===== config.mk =====
export PLATFORM = sky130hd
export DESIGN_NAME = instr_fetch_unit_flat
export DESIGN_NICKNAME = d
export VERILOG_FILES = /design/src/rtl/cpu_pkg.sv /design/src/rtl/instr_fetch_unit_if.sv /design/src/rtl/instr_field_decoder.sv /design/src/rtl/instr_fetch_unit.sv /design/src/flat_wrapper.sv
export SDC_FILE = /design/constraint.sdc
export NUM_CORES = 1
export LEC_CHECK = 0
export CORE_UTILIZATION = 47
export DETAILED_ROUTE_END_ITERATION = 7
export PLACE_DENSITY = 0.88
export SLEW_MARGIN = 25
export SYNTH_ARGS = -nofsm -noshare
export SYNTH_HDL_FRONTEND = slang
export SYNTH_SLANG_ARGS = --single-unit
export TNS_END_PERCENT = 30

===== constraint.sdc =====
create_clock -name clk -period 2.6 [get_ports clk]
set_input_delay 0.52 -clock clk [delete_from_list [all_inputs] [get_ports clk]]
set_output_delay 0.52 -clock clk [all_outputs]
set_load 0.05 [all_outputs]

===== src/rtl/cpu_pkg.sv =====
// -----------------------------------------------------------------------------
// cpu_pkg
// Shared definitions for the instruction fetch unit and later pipeline stages:
// datapath widths, instruction field bit positions and the fetch-state
// encoding. No ports (package).
// -----------------------------------------------------------------------------
package cpu_pkg;

    localparam int WORD_SIZE     = 16;
    localparam int REG_ADDR_SIZE = 3;
    localparam int OPCODE_SIZE   = 5;

    // Instruction word layout: [15:11] opcode, [10:8] rd, [7:5] rs, [7:0] imm.
    // rs and imm overlap on purpose; the opcode decides which one is meaningful.
    localparam int OPCODE_MSB = 15;
    localparam int OPCODE_LSB = 11;
    localparam int RD_MSB     = 10;
    localparam int RD_LSB     = 8;
    localparam int RS_MSB     = 7;
    localparam int RS_LSB     = 5;
    localparam int IMM_MSB    = 7;
    localparam int IMM_LSB    = 0;

    typedef enum logic [0:0] {
        IDLE = 1'b0,
        WAIT = 1'b1
    } fetch_state_t;

endpackage


===== src/rtl/instr_fetch_unit_if.sv =====
// -----------------------------------------------------------------------------
// instr_fetch_unit_if
// Instruction-memory read bus between the fetch unit (master) and memory
// (slave).
//   mem_addr    master->slave  fetch address
//   mem_rd_req  master->slave  read request, held until acknowledged
//   mem_rd_ack  slave->master  read data valid this cycle
//   mem_rd_data slave->master  instruction word
// -----------------------------------------------------------------------------
interface instr_fetch_unit_if #(
    parameter int WORD_SIZE = cpu_pkg::WORD_SIZE
);
    logic [WORD_SIZE-1:0] mem_addr;
    logic                 mem_rd_req;
    logic                 mem_rd_ack;
    logic [WORD_SIZE-1:0] mem_rd_data;

    modport master (
        output mem_addr,
        output mem_rd_req,
        input  mem_rd_ack,
        input  mem_rd_data
    );

    modport slave (
        input  mem_addr,
        input  mem_rd_req,
        output mem_rd_ack,
        output mem_rd_data
    );
endinterface


===== src/rtl/instr_field_decoder.sv =====
// -----------------------------------------------------------------------------
// instr_field_decoder
// Purely combinational split of an instruction word into its fields.
//   ir       in   instruction word
//   opcode   out  ir[15:11]
//   rd_addr  out  ir[10:8]
//   rs_addr  out  ir[7:5]
//   imm      out  ir[7:0] sign-extended to WORD_SIZE
// -----------------------------------------------------------------------------
module instr_field_decoder
    import cpu_pkg::*;
#(
    parameter int WORD_SIZE     = cpu_pkg::WORD_SIZE,
    parameter int REG_ADDR_SIZE = cpu_pkg::REG_ADDR_SIZE
) (
    input  logic [WORD_SIZE-1:0]     ir,
    output logic [OPCODE_SIZE-1:0]   opcode,
    output logic [REG_ADDR_SIZE-1:0] rd_addr,
    output logic [REG_ADDR_SIZE-1:0] rs_addr,
    output logic [WORD_SIZE-1:0]     imm
);
    localparam int IMM_W = IMM_MSB - IMM_LSB + 1;

    assign opcode  = ir[OPCODE_MSB:OPCODE_LSB];
    assign rd_addr = ir[RD_MSB:RD_LSB];
    assign rs_addr = ir[RS_MSB:RS_LSB];
    assign imm     = {{(WORD_SIZE - IMM_W){ir[IMM_MSB]}}, ir[IMM_MSB:IMM_LSB]};
endmodule


===== src/rtl/instr_fetch_unit.sv =====
// -----------------------------------------------------------------------------
// instr_fetch_unit
// Owns the PC and instruction register, runs the instruction-memory read
// handshake and presents decoded fields with a one-cycle instr_valid pulse.
// Optional macro FETCH_TIMEOUT_EN: abandons a fetch after TIMEOUT_CYCLES
// unacknowledged wait cycles and pulses fetch_err; otherwise WAIT is unbounded
// and fetch_err is tied low.
// Ports:
//   clk, rst_n        clock (rising edge), asynchronous active-low reset
//   fetch_req         request next instruction (sampled in IDLE)
//   pc_load/_value    load PC (IDLE only, has priority over fetch_req)
//   mem               instruction-memory bus (master side)
//   instr_valid       one-cycle pulse when new IR contents are available
//   opcode/rd_addr/rs_addr/imm  fields decoded from IR
//   pc                address of the next instruction to fetch
//   busy              high while a fetch is outstanding
//   fetch_err         one-cycle timeout pulse
// -----------------------------------------------------------------------------
module instr_fetch_unit
    import cpu_pkg::*;
#(
    parameter int                   WORD_SIZE      = cpu_pkg::WORD_SIZE,
    parameter int                   REG_ADDR_SIZE  = cpu_pkg::REG_ADDR_SIZE,
    parameter logic [WORD_SIZE-1:0] RESET_PC       = '0,
    parameter int                   TIMEOUT_CYCLES = 15
) (
    input  logic                     clk,
    input  logic                     rst_n,
    input  logic                     fetch_req,
    input  logic                     pc_load,
    input  logic [WORD_SIZE-1:0]     pc_load_value,
    instr_fetch_unit_if.master       mem,
    output logic                     instr_valid,
    output logic [OPCODE_SIZE-1:0]   opcode,
    output logic [REG_ADDR_SIZE-1:0] rd_addr,
    output logic [REG_ADDR_SIZE-1:0] rs_addr,
    output logic [WORD_SIZE-1:0]     imm,
    output logic [WORD_SIZE-1:0]     pc,
    output logic                     busy,
    output logic                     fetch_err
);
    if (TIMEOUT_CYCLES < 1) begin : g_bad_timeout
        $error("TIMEOUT_CYCLES must be at least 1");
    end

    fetch_state_t         state, state_nxt;
    logic [WORD_SIZE-1:0] ir, ir_nxt;
    logic [WORD_SIZE-1:0] pc_nxt;
    logic [WORD_SIZE-1:0] addr_nxt;
    logic                 req_nxt;
    logic                 busy_nxt;
    logic                 valid_nxt;

`ifdef FETCH_TIMEOUT_EN
    localparam int CNT_W = (TIMEOUT_CYCLES > 1) ? $clog2(TIMEOUT_CYCLES) : 1;
    // cnt holds the number of completed unacknowledged WAIT cycles, so the
    // limit is hit in the WAIT cycle where cnt == TIMEOUT_CYCLES-1.
    logic [CNT_W-1:0] cnt, cnt_nxt;
    logic             err_nxt;
`endif

    always_ff @(posedge clk or negedge rst_n) begin
        if (!rst_n) begin
            state          <= IDLE;
            pc             <= RESET_PC;
            ir             <= '0;
            mem.mem_addr   <= RESET_PC;
            mem.mem_rd_req <= 1'b0;
            busy           <= 1'b0;
            instr_valid    <= 1'b0;
`ifdef FETCH_TIMEOUT_EN
            cnt            <= '0;
            fetch_err      <= 1'b0;
`endif
        end else begin
            state          <= state_nxt;
            pc             <= pc_nxt;
            ir             <= ir_nxt;
            mem.mem_addr   <= addr_nxt;
            mem.mem_rd_req <= req_nxt;
            busy           <= busy_nxt;
            instr_valid    <= valid_nxt;
`ifdef FETCH_TIMEOUT_EN
            cnt            <= cnt_nxt;
            fetch_err      <= err_nxt;
`endif
        end
    end

    always_comb begin
        state_nxt = state;
        pc_nxt    = pc;
        ir_nxt    = ir;
        addr_nxt  = mem.mem_addr;
        req_nxt   = mem.mem_rd_req;
        busy_nxt  = busy;
        valid_nxt = 1'b0;
`ifdef FETCH_TIMEOUT_EN
        cnt_nxt   = cnt;
        err_nxt   = 1'b0;
`endif
        case (state)
            IDLE: begin
                if (pc_load) begin
                    pc_nxt = pc_load_value;
                end else if (fetch_req) begin
                    state_nxt = WAIT;
                    req_nxt   = 1'b1;
                    addr_nxt  = pc;
                    busy_nxt  = 1'b1;
`ifdef FETCH_TIMEOUT_EN
                    cnt_nxt   = '0;
`endif
                end
            end
            WAIT: begin
                // Ack has priority over the timeout limit in the same cycle.
                if (mem.mem_rd_ack) begin
                    ir_nxt    = mem.mem_rd_data;
                    pc_nxt    = pc + WORD_SIZE'(1);
                    req_nxt   = 1'b0;
                    busy_nxt  = 1'b0;
                    valid_nxt = 1'b1;
                    state_nxt = IDLE;
                end
`ifdef FETCH_TIMEOUT_EN
                else if (cnt == CNT_W'(TIMEOUT_CYCLES - 1)) begin
                    req_nxt   = 1'b0;
                    busy_nxt  = 1'b0;
                    err_nxt   = 1'b1;
                    state_nxt = IDLE;
                end else begin
                    cnt_nxt = cnt + CNT_W'(1);
                end
`endif
            end
            default: state_nxt = IDLE;
        endcase
    end

`ifndef FETCH_TIMEOUT_EN
    assign fetch_err = 1'b0;
`endif

    instr_field_decoder #(
        .WORD_SIZE    (WORD_SIZE),
        .REG_ADDR_SIZE(REG_ADDR_SIZE)
    ) u_decoder (
        .ir     (ir),
        .opcode (opcode),
        .rd_addr(rd_addr),
        .rs_addr(rs_addr),
        .imm    (imm)
    );
endmodule


===== src/flat_wrapper.sv =====
// flat-port wrapper written by rule: the top's interface ports become plain ports
module instr_fetch_unit_flat import cpu_pkg::*;
#(
    parameter int                   WORD_SIZE      = cpu_pkg::WORD_SIZE,
    parameter int                   REG_ADDR_SIZE  = cpu_pkg::REG_ADDR_SIZE,
    parameter logic [WORD_SIZE-1:0] RESET_PC       = '0,
    parameter int                   TIMEOUT_CYCLES = 15
)
  (clk, rst_n, fetch_req, pc_load, pc_load_value, instr_valid, opcode, rd_addr, rs_addr, imm, pc, busy, fetch_err, mem_mem_addr, mem_mem_rd_req, mem_mem_rd_ack, mem_mem_rd_data);
  instr_fetch_unit_if #(.WORD_SIZE(WORD_SIZE)) mem_i ();
  input  logic clk;
  input  logic rst_n;
  input  logic fetch_req;
  input  logic pc_load;
  input  logic [WORD_SIZE-1:0] pc_load_value;
  output logic instr_valid;
  output logic [OPCODE_SIZE-1:0] opcode;
  output logic [REG_ADDR_SIZE-1:0] rd_addr;
  output logic [REG_ADDR_SIZE-1:0] rs_addr;
  output logic [WORD_SIZE-1:0] imm;
  output logic [WORD_SIZE-1:0] pc;
  output logic busy;
  output logic fetch_err;
  output wire logic [$bits(mem_i.mem_addr)-1:0] mem_mem_addr;
  output wire logic [$bits(mem_i.mem_rd_req)-1:0] mem_mem_rd_req;
  input wire logic [$bits(mem_i.mem_rd_ack)-1:0] mem_mem_rd_ack;
  input wire logic [$bits(mem_i.mem_rd_data)-1:0] mem_mem_rd_data;
  assign mem_mem_addr = mem_i.mem_addr;
  assign mem_mem_rd_req = mem_i.mem_rd_req;
  assign mem_i.mem_rd_ack = mem_mem_rd_ack;
  assign mem_i.mem_rd_data = mem_mem_rd_data;
  instr_fetch_unit #(.WORD_SIZE(WORD_SIZE), .REG_ADDR_SIZE(REG_ADDR_SIZE), .RESET_PC(RESET_PC), .TIMEOUT_CYCLES(TIMEOUT_CYCLES)) u_core (.clk(clk), .rst_n(rst_n), .fetch_req(fetch_req), .pc_load(pc_load), .pc_load_value(pc_load_value), .mem(mem_i), .instr_valid(instr_valid), .opcode(opcode), .rd_addr(rd_addr), .rs_addr(rs_addr), .imm(imm), .pc(pc), .busy(busy), .fetch_err(fetch_err));
endmodule

## Yosys cells after proc, flatten, opt, wreduce, memory -nomap -nowiden

Index checks and enable logic that the tools add are counted.

| storage, ports and cells | value |
|---|---|
| register bits | 51 |
| latch bits | 0 |
| bits in writable memories | 0 |
| memory bits (read-only) | 0 |
| bits of input ports | 37 |
| output and inout port bits | 63 |
| memories | 0 |

| operators by class | value |
|---|---|
| add/sub/neg operators | 1 |
| $mul | 0 |
| divide/modulo/power cells | 0 |
| magnitude comparators | 0 |
| eq/ne operators | 4 |
| shifts and indexed selects | 0 |
| muxes and demuxes | 13 |
| bitwise gates (word level) | 2 |
| reductions and logical operators | 4 |

Operators by type and width:

| kind | number |
|---|---|
| $mux W16 | 2 |
| $pmux W16 S2 | 1 |
| $add A16 B1 Y16 const B | 1 |
| $mux W1 | 8 |
| $ne A2 B2 Y1 const B | 4 |
| $reduce_and A3 Y1 | 2 |
| $pmux W1 S2 | 2 |
| $reduce_and A2 Y1 | 2 |
| $not A1 Y1 | 2 |

## Logic depth before layout (Yosys ltp)

Gate-level depths: netlist of run 1.

| depth | value |
|---|---|
| depth in word-level cells | 3 |
| depth in mapped cells | 7 |

## By module

Synthesis of run 1 repeated with hierarchy kept, for this count alone.

| second synthesis, totals | value |
|---|---|
| cells, all modules | 225 |
| area total of the unflattened synthesis | 2557.5 um2 |

By module, submodules not included:

| module | instances | cells each | area an instance (um2) | seq. area each (um2) |
|---|---|---|---|---|
| instr_fetch_unit | 1 | 198 | 2354.8 | 1276.2 |
| instr_field_decoder | 1 | 27 | 202.7 | 0.0 |

## Worst setup path after synthesis of run 1

Ideal clock, no wire load.

| timing path | value |
|---|---|
| path type | register -> register |
| from | register u_core.pc[0] |
| to | register u_core.pc[8] |
| setup time | 0.127 ns |
| arrival time | 1.689 ns |
| required time | 2.473 ns |
| setup slack | 0.785 ns |
| cell stages (with the launch flop) | 7 |
| clock period less this slack | 1.815 ns |
| path through | dfrtp_1 ha_1 and4_1 buf_2 nand4_1 a21oi_1 o2bb2a_1 |

| between the ends | value |
|---|---|
| longest elaborated chain between the ends | 3 |

Ends and longest elaborated chain:

| what | RTL line | source |
|---|---|---|
| start, declared | instr_fetch_unit.sv:38 | `output logic [WORD_SIZE-1:0] pc,` |
| start signal, assigned | instr_fetch_unit.sv:77 | `pc <= pc_nxt;` |
| $add A16 B1 Y16 | instr_fetch_unit.sv:120 | `pc_nxt = pc + WORD_SIZE'(1);` |
| $mux W16 | instr_fetch_unit.sv:118 | `if (mem.mem_rd_ack) begin` |
| $pmux W16 S2 | instr_fetch_unit.sv:102 | `case (state)` |

No other way between the ends. The select of a mux whose other input is x is not followed.
A chain may end at the register's enable or synchronous reset.

## Worst setup path after layout of run 1

| timing path | value |
|---|---|
| from | register u_core.ir[7] |
| to | output port imm[14] |

RTL lines:

| what | RTL line | source |
|---|---|---|
| start, declared | instr_fetch_unit.sv:47 | `logic [WORD_SIZE-1:0] ir, ir_nxt;` |
| start signal, assigned | instr_fetch_unit.sv:78 | `ir <= ir_nxt;` |
| end, declared | flat_wrapper.sv:20 | `output logic [WORD_SIZE-1:0] imm;` |

No word-level cell between the ends.

==> results of run 1 <==
cell usage after synthesis (all sizes together):
cell type,number
o31ai,4
and4,3
or4,2
a21o,1
a2bb2oi,1
a31oi,2
and3,2
dfrtp,51
nor2,6
o22a,2
nor2b,2
buf,24
o2bb2a,1
clkbuf,3
a21oi,19
mux2i,3
nand3,10
nor4,1
conb,1
nand2b,1
a41oi,1
xnor2,1
and2,1
inv,5
xor2,2
nand4,5
o21ai,6
a211oi,2
nand2,7
nor3b,1
o22ai,4
ha,1
mux2,35
o32ai,3
worst reg2reg max path: cells and delay by family, from the launching register on:
| family | cells | cell delay [ns] |
|---|---|---|
| simple gates | 2 | 0.59 |
| flops | 1 | 0.48 |
| compound gates | 2 | 0.32 |
| fa+ha+maj | 1 | 0.25 |
power by group:
group / internal [mW] / total, mW / switching, mW
Clock: 0.312 / 0.570 / 0.258
Sequential: 1.03 / 1.24 / 0.213
Combinational: 0.770 / 2.15 / 1.38
Total: 2.11 / 3.96 / 1.85
metal layers:
layer  global-route usage  part of all wire  vias up
met2                0.360              0.50       74
met5                    0                 0        -
met4               0.0713             0.013        0
met3               0.0562             0.055        7
li1                     -                 -      925
met1                0.275              0.43      991
logic make-up after synthesis:
group | count (synthesis)
flops | 51
xor+xnor | 3
simple gates | 41
compound gates | 46
mux | 38
fa+ha+maj | 1
buf+inv | 32
other cells | 1
flip-flops by register name, summed over array words and instances, names as in the netlist:
register               count
u_core.pc                 16
u_core.mem.mem_rd_req      1
u_core.ir                 16
u_core.state               1
u_core.instr_valid         1
u_core.mem.mem_addr       16
layout make-up:
cell class / count / area, µm²
inverters: 5 / 18.8
fillers: 408 / 1560
repair buffers: 107 / 1040
well taps: 70 / 87.6
flip-flops and latches: 51 / 1280
clock buffers: 6 / 82.6
multi-input cells: 130 / 1000
clock inverters: 2 / 35.0
layout by cell type (no fill, tap or decap), drive strengths merged, types with 3 or more instances in the layout:
master and instances:
clkbuf 6, mux2 35, dfrtp 51, a21oi 19, o31ai 4, clkdlybuf4s50 97
o21ai 6, nand4 5, nand3 10, inv 5, mux2i 3, o32ai 3
buf 10, nor2 6, and4 3, o22ai 4, nand2 7
worst paths after layout:
kind,from,to,slack (ns)
max reg2reg,u_core.pc[0],u_core.pc[8],0.85
min reg2reg,u_core.mem.mem_addr[1],u_core.mem.mem_addr[1],0.51
min,rst_n,u_core.mem.mem_addr[7],0.09
min in group clk,u_core.mem.mem_addr[1],u_core.mem.mem_addr[1],0.51
max,u_core.ir[7],imm[14],0.40
max in group asynchronous,rst_n,u_core.mem.mem_addr[2],1.93
per-stage QoR:
stage                     area (µm²)   util  hold WS [ns]  total power, mW  worst slack, ns
after global placement          3430  0.672         0.423             3.36            0.528
final                           3550  0.695        0.0920             3.96            0.404
after CTS                       3550  0.695        0.0950             3.99            0.375
after detailed placement        3430  0.672         0.425             3.41            0.482
after floorplan                 2490      -         0.224             2.73            0.785
after global routing            3550  0.695        0.0917             4.14            0.303
==> results, run 1 <==
- The run finished with clean final reports.
- The sequential area share after synthesis is 0.513.
- The worst setup path is of the reg -> out kind.
- The average routed wire per standard cell is 15.4 µm.
- At the pin with the least slew margin, the transition time is 0.520 ns.
- For this design, the sink count on the clock tree is 51.
- The largest total area in the synthesized netlist belongs to sky130_fd_sc_hd__dfrtp_1.
- The count of buffers inserted at the top-level ports is 98.
- After legalization and detailed placement, the total HPWL measured 4150 µm.
- In the routed design, unresolved DRC markers number 0.
- Compared with the post-synthesis result, the final layout area differs by 42.5%.
- On the final layout, the worst clock skew is 0.0113 ns.
- After synthesis the netlist holds a flip-flop and latch count of 51.
- The element type at the critical path start is a flop.
- Headroom to the max-slew limit came out at 0.652.
- The worst hold-check path type is in -> async.
- The adder-cell area share of the yosys netlist is 0.00503.
- The total overflow left after global routing is 0.
- The maximum clock frequency is 455 MHz.
- The share of synthesized area spent on multiplexers is 0.170.
- The die covers 5590 µm².
- No sink is reached through more buffers than the 2 on the longest clock path.
- The logic depth of the worst register-to-register path is 5.
- The width of the die is 74.8 µm.
- In this run the core area contains 26 standard-cell rows.
- Buffers inserted during clock tree synthesis total 5.
- The number of failing hold endpoints at the final stage is 0.
- Setup repair after global routing left no endpoint under its margin.
- The critical path goes through clkdlybuf4s50_1.
- Routability-driven placement finished with a final weighted congestion of 0.811.
- The max-slew violation count was 0.
- Excluding fillers, the count of instances in the completed layout stands at 371.
- Grouping stages by cell kind, the critical path spends the most delay in buffers and inverters.
- The via count of the first global-routing pass is 1913.
- The worst path buffer plus inverter count is 1.
- The later pin in the worst-skew pair is clocked with a latency of 0.31 ns.
- The share of the synthesized area in compound gates (AO/OA/AOI/OAI) is 0.116.
- Setup violations remaining at the end of the flow were counted as 0.
- The quantity of gates resized following cts is 0.
- In this run the vertical extent of the chip is 74.8 µm.
- Of the total synthesized cell area, the portion taken by AND, OR, NAND and NOR gates is 0.0985.
- TritonCTS built the clock tree.
- Along the worst path, the maximum fanout reaches 11.
- The count of maximum capacitance violations is 0.
- The pin count of the biggest net entering global routing is 30.
- At the worst endpoint, the arrival time is 1.68 ns.
- The worst-case IR drop observed on VDD is 631 µV.
- The time the worst path needs with I/O delays and setup is 2.20 ns.
- The repair_antennas step left the layout with diodes totalling 0.
- The number of antenna violations at the first check in global routing is 0.
- The number of nets in the synthesized netlist is 251.
- The total of hold buffers inserted after clock tree synthesis is 0.
- The largest stage delay on the critical path is 0.87 ns.
- Before antenna repair, the detailed router went through 4 iterations.
- The number of cells on the critical path is 1.
- The library cell contributing the largest single delay on the critical path is sky130_fd_sc_hd__clkdlybuf4s50_1.
- The power density over the cells is 1120 nW/µm².
- The top cell type's share of synthesized area is 0.513.
- The master cell of the clock root buffer is sky130_fd_sc_hd__clkbuf_8.
- The average vias per placed instance is 5.38.
- Synthesis instantiated 42 different standard cells from the library.
- The post-CTS clock slew at the launch and capture registers of the worst setup and hold paths is 0.09 ns.
- Of the available clock period, the critical path in the final layout requires 0.845.
- For this configuration, the core starts out at a cell density of 0.488.
- The initial detailed-routing violation count is 87.
- Of the total synthesized cell area, the portion taken by XOR and XNOR cells is 0.0106.
- The global-route wire length before repair is 9140 µm.
- The data required time at the worst endpoint is 2.08 ns.
- The number of H-tree branching levels is 2.
- The final route contains 1997 vias.
- The number of nets at the end of the flow is 338.
- The total setup buffers inserted after CTS is 0.
- The share of final-layout standard cells stronger than drive strength 1 is 0.199.
- The sum of routed wire length over all layers is 5730 µm.
- The average size of a mapped cell is 11.7 µm².
- The total global-route track usage is 0.216.
- The total standard cell area after synthesis is 2490 µm².
- Sorting the synthesized cells by area gives the leading types as sky130_fd_sc_hd__dfrtp_1 51%, sky130_fd_sc_hd__mux2_2 16%, sky130_fd_sc_hd__buf_4 4.2%, sky130_fd_sc_hd__a21oi_1 3.8%, sky130_fd_sc_hd__nand3_1 1.8%.
- 100 I/O pins were placed.
- The number of placed instances, taps included is 363.
- After synthesis, the largest family of logic cells by area is multiplexers.
- The synthesized instance count is 213.
- The total negative setup slack is 0 ns.
- For this design the static power due to leakage is 1.42 nW.
- The area of the core is 5110 µm².
- The number of warning messages in the yosys log is 0.
- The count of nets left with antenna violations once routing finished came out at 0.
- STA classifies the critical path endpoint as an output port.
Note: power is estimated with default switching activity, not from simulation.
==> inputs of run 2 (changes only) <==
- CORE_UTILIZATION: 47 -> 43
- PLACE_DENSITY: 0.88 -> 0.82
- clock period: 2.6 -> 2.3 ns (I/O delays scaled with it)
==> run 2 against run 1 <==
Compared with the run above: global-route usage down 2.0 points; clock power is 2% lower; via count shrank 1.3%; sequential power increased by 13%; utilization fell by 5.2 points; critical path depth stayed put; final area rose by 0.28%; clock-buffer cell count increased by 2; sequential share of layout area shrank 0.10 points; non-clock buffer count unchanged; routed wire length decreased by 2.1%; cell count rose by 0.54%.
==> results, run 2 (synthesis gave the netlist of run 1 again) <==
- The relative slew slack is 0.593.
- The pin count of the biggest net entering global routing is 28.
- The detailed-routing iteration count for the pre-antenna-repair pass is 4.
- The element type at the critical path start is a flop.
- The post-route clock period utilization is 0.927.
- The smallest hold slack is 0.158 ns.
- For this run, the slowest stage of the critical path takes 0.86 ns.
- The time the worst path needs with I/O delays and setup is 2.13 ns.
- Total power for the finished layout comes to 4.38 mW.
- The min-delay analysis places its worst path in the category in -> async.
- No sink is reached through more buffers than the 2 on the longest clock path.
- The half-perimeter wire length of the detailed placement result is 4070 µm.
- The number of failing hold endpoints at the final stage is 0.
- Setup repair after global routing left no endpoint under its margin.
- The post-CTS clock slew at the launch and capture registers of the worst setup and hold paths is 0.09 ns.
- The floorplan step set the die height to 78.1 µm.
- The clock insertion delay at the later pin of the skew report is 0.30 ns.
- The average vias per placed instance is 5.28.
- The worst flop-to-flop path startpoint is u_core.pc[0].
- The post-detailed-route DRC marker count is 0.
- The internal portion of total power is 2.31 mW.
- The endpoint identified for the worst register-to-register timing path is u_core.pc[8].
- The worst setup path is of the reg -> out kind.
- The region available for standard cell placement spans 5540 µm².
- The count of placed standard cells in the final layout, fillers left out is 373.
- The family of cells with the greatest summed delay on the critical path is buffers and inverters.
- Across every metal layer, demand over resource in global routing totals 0.196.
- For this run, the post-layout net count is 338.
- The number of antenna diodes in the final layout is 0.
- The share of total power dissipated in combinational logic is 0.554.
- The number of nets with antenna violations after detailed routing is 0.
- The run finished with clean final reports.
- The number of antenna violations at the first check in global routing came to 0.
- The remaining global-route overflow is 0.
- The number of cells on the critical path is 1.
- In this run the tool buffered the top-level ports with 98 buffer cells.
- Across the VDD grid, the largest voltage drop is 670 µV.
- 100 I/O pins were placed.
- The transition time of the tightest slew-check pin is 0.610 ns.
- The number of clock buffers inserted by TritonCTS is 5.
- After clock tree synthesis, the setup repair step added 0 buffers.
- The startpoint of the worst setup timing path is u_core.pc[6].
- Dividing total power by cell area gives a power density of 1230 nW/µm².
- The floorplan step defined a die boundary enclosing 6100 µm².
- The share of total power dissipated in the clock network is 0.127.
- The cell area reported after detailed placement is 3460 µm².
- The logic depth of the worst register-to-register path is 5.
- The via count of the first global-routing pass was 1930.
- The initial detailed-routing violation count is 86.
- Counting tap cells, the placed design contains a total of 365 instances.
- TritonCTS built the clock tree.
- The largest registers in the layout are u_core.ir (16), u_core.mem.mem_addr (16), u_core.pc (16).
- In this run the worst path has a maximum fanout of 9.
- The net switching share of the total power is 0.472.
- The max-slew violation count came to 0.
- Across the routed clock network, the largest skew measured is 0.00739 ns.
- The number of H-tree branching levels is 2.
- The first global-routing pass estimated 9350 µm of wire.
- For the final routed database, the setup TNS stands at 0 ns.
- Traced cell by cell, the critical path runs through clkdlybuf4s50_1.
- Relative to the synthesized area, the layout overhead comes to 42.9%.
- The placement row count is 27.
- The final instance area is 3560 µm².
- The width of the die is 78.1 µm.
- Once the clock tree was built, the resizer swapped 0 gates to a different size.
- Counting both buffers and inverters, the worst setup path holds a total of 1.
- The worst setup path is captured at an output port.
- The master cell of the clock root buffer is sky130_fd_sc_hd__clkbuf_8.
- The reg-to-reg setup timing slack is 0.53 ns.
- The static leakage is 1.42 nW.
- The library cells used most frequently in the layout, excluding fill and tap cells, are 97 x sky130_fd_sc_hd__clkdlybuf4s50_1, 51 x sky130_fd_sc_hd__dfrtp_1, 35 x sky130_fd_sc_hd__mux2_2.
- The total clock sinks is 51.
- The final layout contains routed wiring with a total length of 5610 µm.
- The average routed wire per standard cell is 15.0 µm.
- Setup violations remaining at the end of the flow were counted as 0.
- The initial utilization of the core area, before any placement, comes to 0.449.
- The net switching component of the power is 2.07 mW.
- The share of final-layout standard cells stronger than drive strength 1 is 0.196.
- Of the total power, registers draw 0.319.
- The final RePlAce weighted congestion is 0.787.
- STA puts the critical path data required time at 1.84 ns.
- The library cell contributing the largest single delay on the critical path is sky130_fd_sc_hd__clkdlybuf4s50_1.
- Leaving out fill and tap cells, the most frequent cell in the layout is sky130_fd_sc_hd__clkdlybuf4s50_1.
- The routed layout has 1971 vias.
- Timing would allow up to 469 MHz.
- At the worst endpoint, the arrival time is 1.67 ns.
- Max-cap violations in this run came to 0.
- Buffers inserted to repair hold after CTS numbered 0.
[run 2: layout make-up]
class / instances / area [µm²]
Clock buffer: 8 / 100
Fill cell: 479 / 1980
Inverter: 5 / 18.8
Multi-Input combinational cell: 130 / 1000
Sequential cell: 51 / 1280
Tap cell: 72 / 90.1
Timing Repair Buffer: 107 / 1070
[run 2: per-stage QoR]
stage	util	setup slack [ns]
floorplan	-	0.485
finish	0.642	0.168
global route	0.642	0.0967
CTS	0.642	0.142
detailed placement	0.624	0.228
global placement	0.624	0.296
[run 2: power groups by stage]
stage / clock network (mW) / registers, mW / logic [mW]
2_1_floorplan: 0 / 2.32 / 0.763
3_3_place_gp: 0 / 1.40 / 2.41
3_5_place_dp: 0 / 1.41 / 2.44
4_1_cts: 0.580 / 1.40 / 2.44
5_1_grt: 0.613 / 1.44 / 2.53
6_report: 0.558 / 1.40 / 2.43
[run 2: routing by layer]
layer | up-vias | GRT usage | wire length (µm)
met5 | - | 0 | 0
met4 | 0 | 0.0796 | 106
met3 | 10 | 0.0349 | 301
met2 | 69 | 0.328 | 2730
met1 | 954 | 0.251 | 2480
li1 | 938 | - | -
[run 2: worst max-delay path by stage]
stage | end | slack [ns]
after global routing | imm[9] | 0.1
after CTS | imm[10] | 0.14
after detailed placement | u_core.pc[13] | 0.23
after global placement | u_core.pc[13] | 0.30
after floorplan | u_core.pc[8] | 0.48
final | pc[6] | 0.17
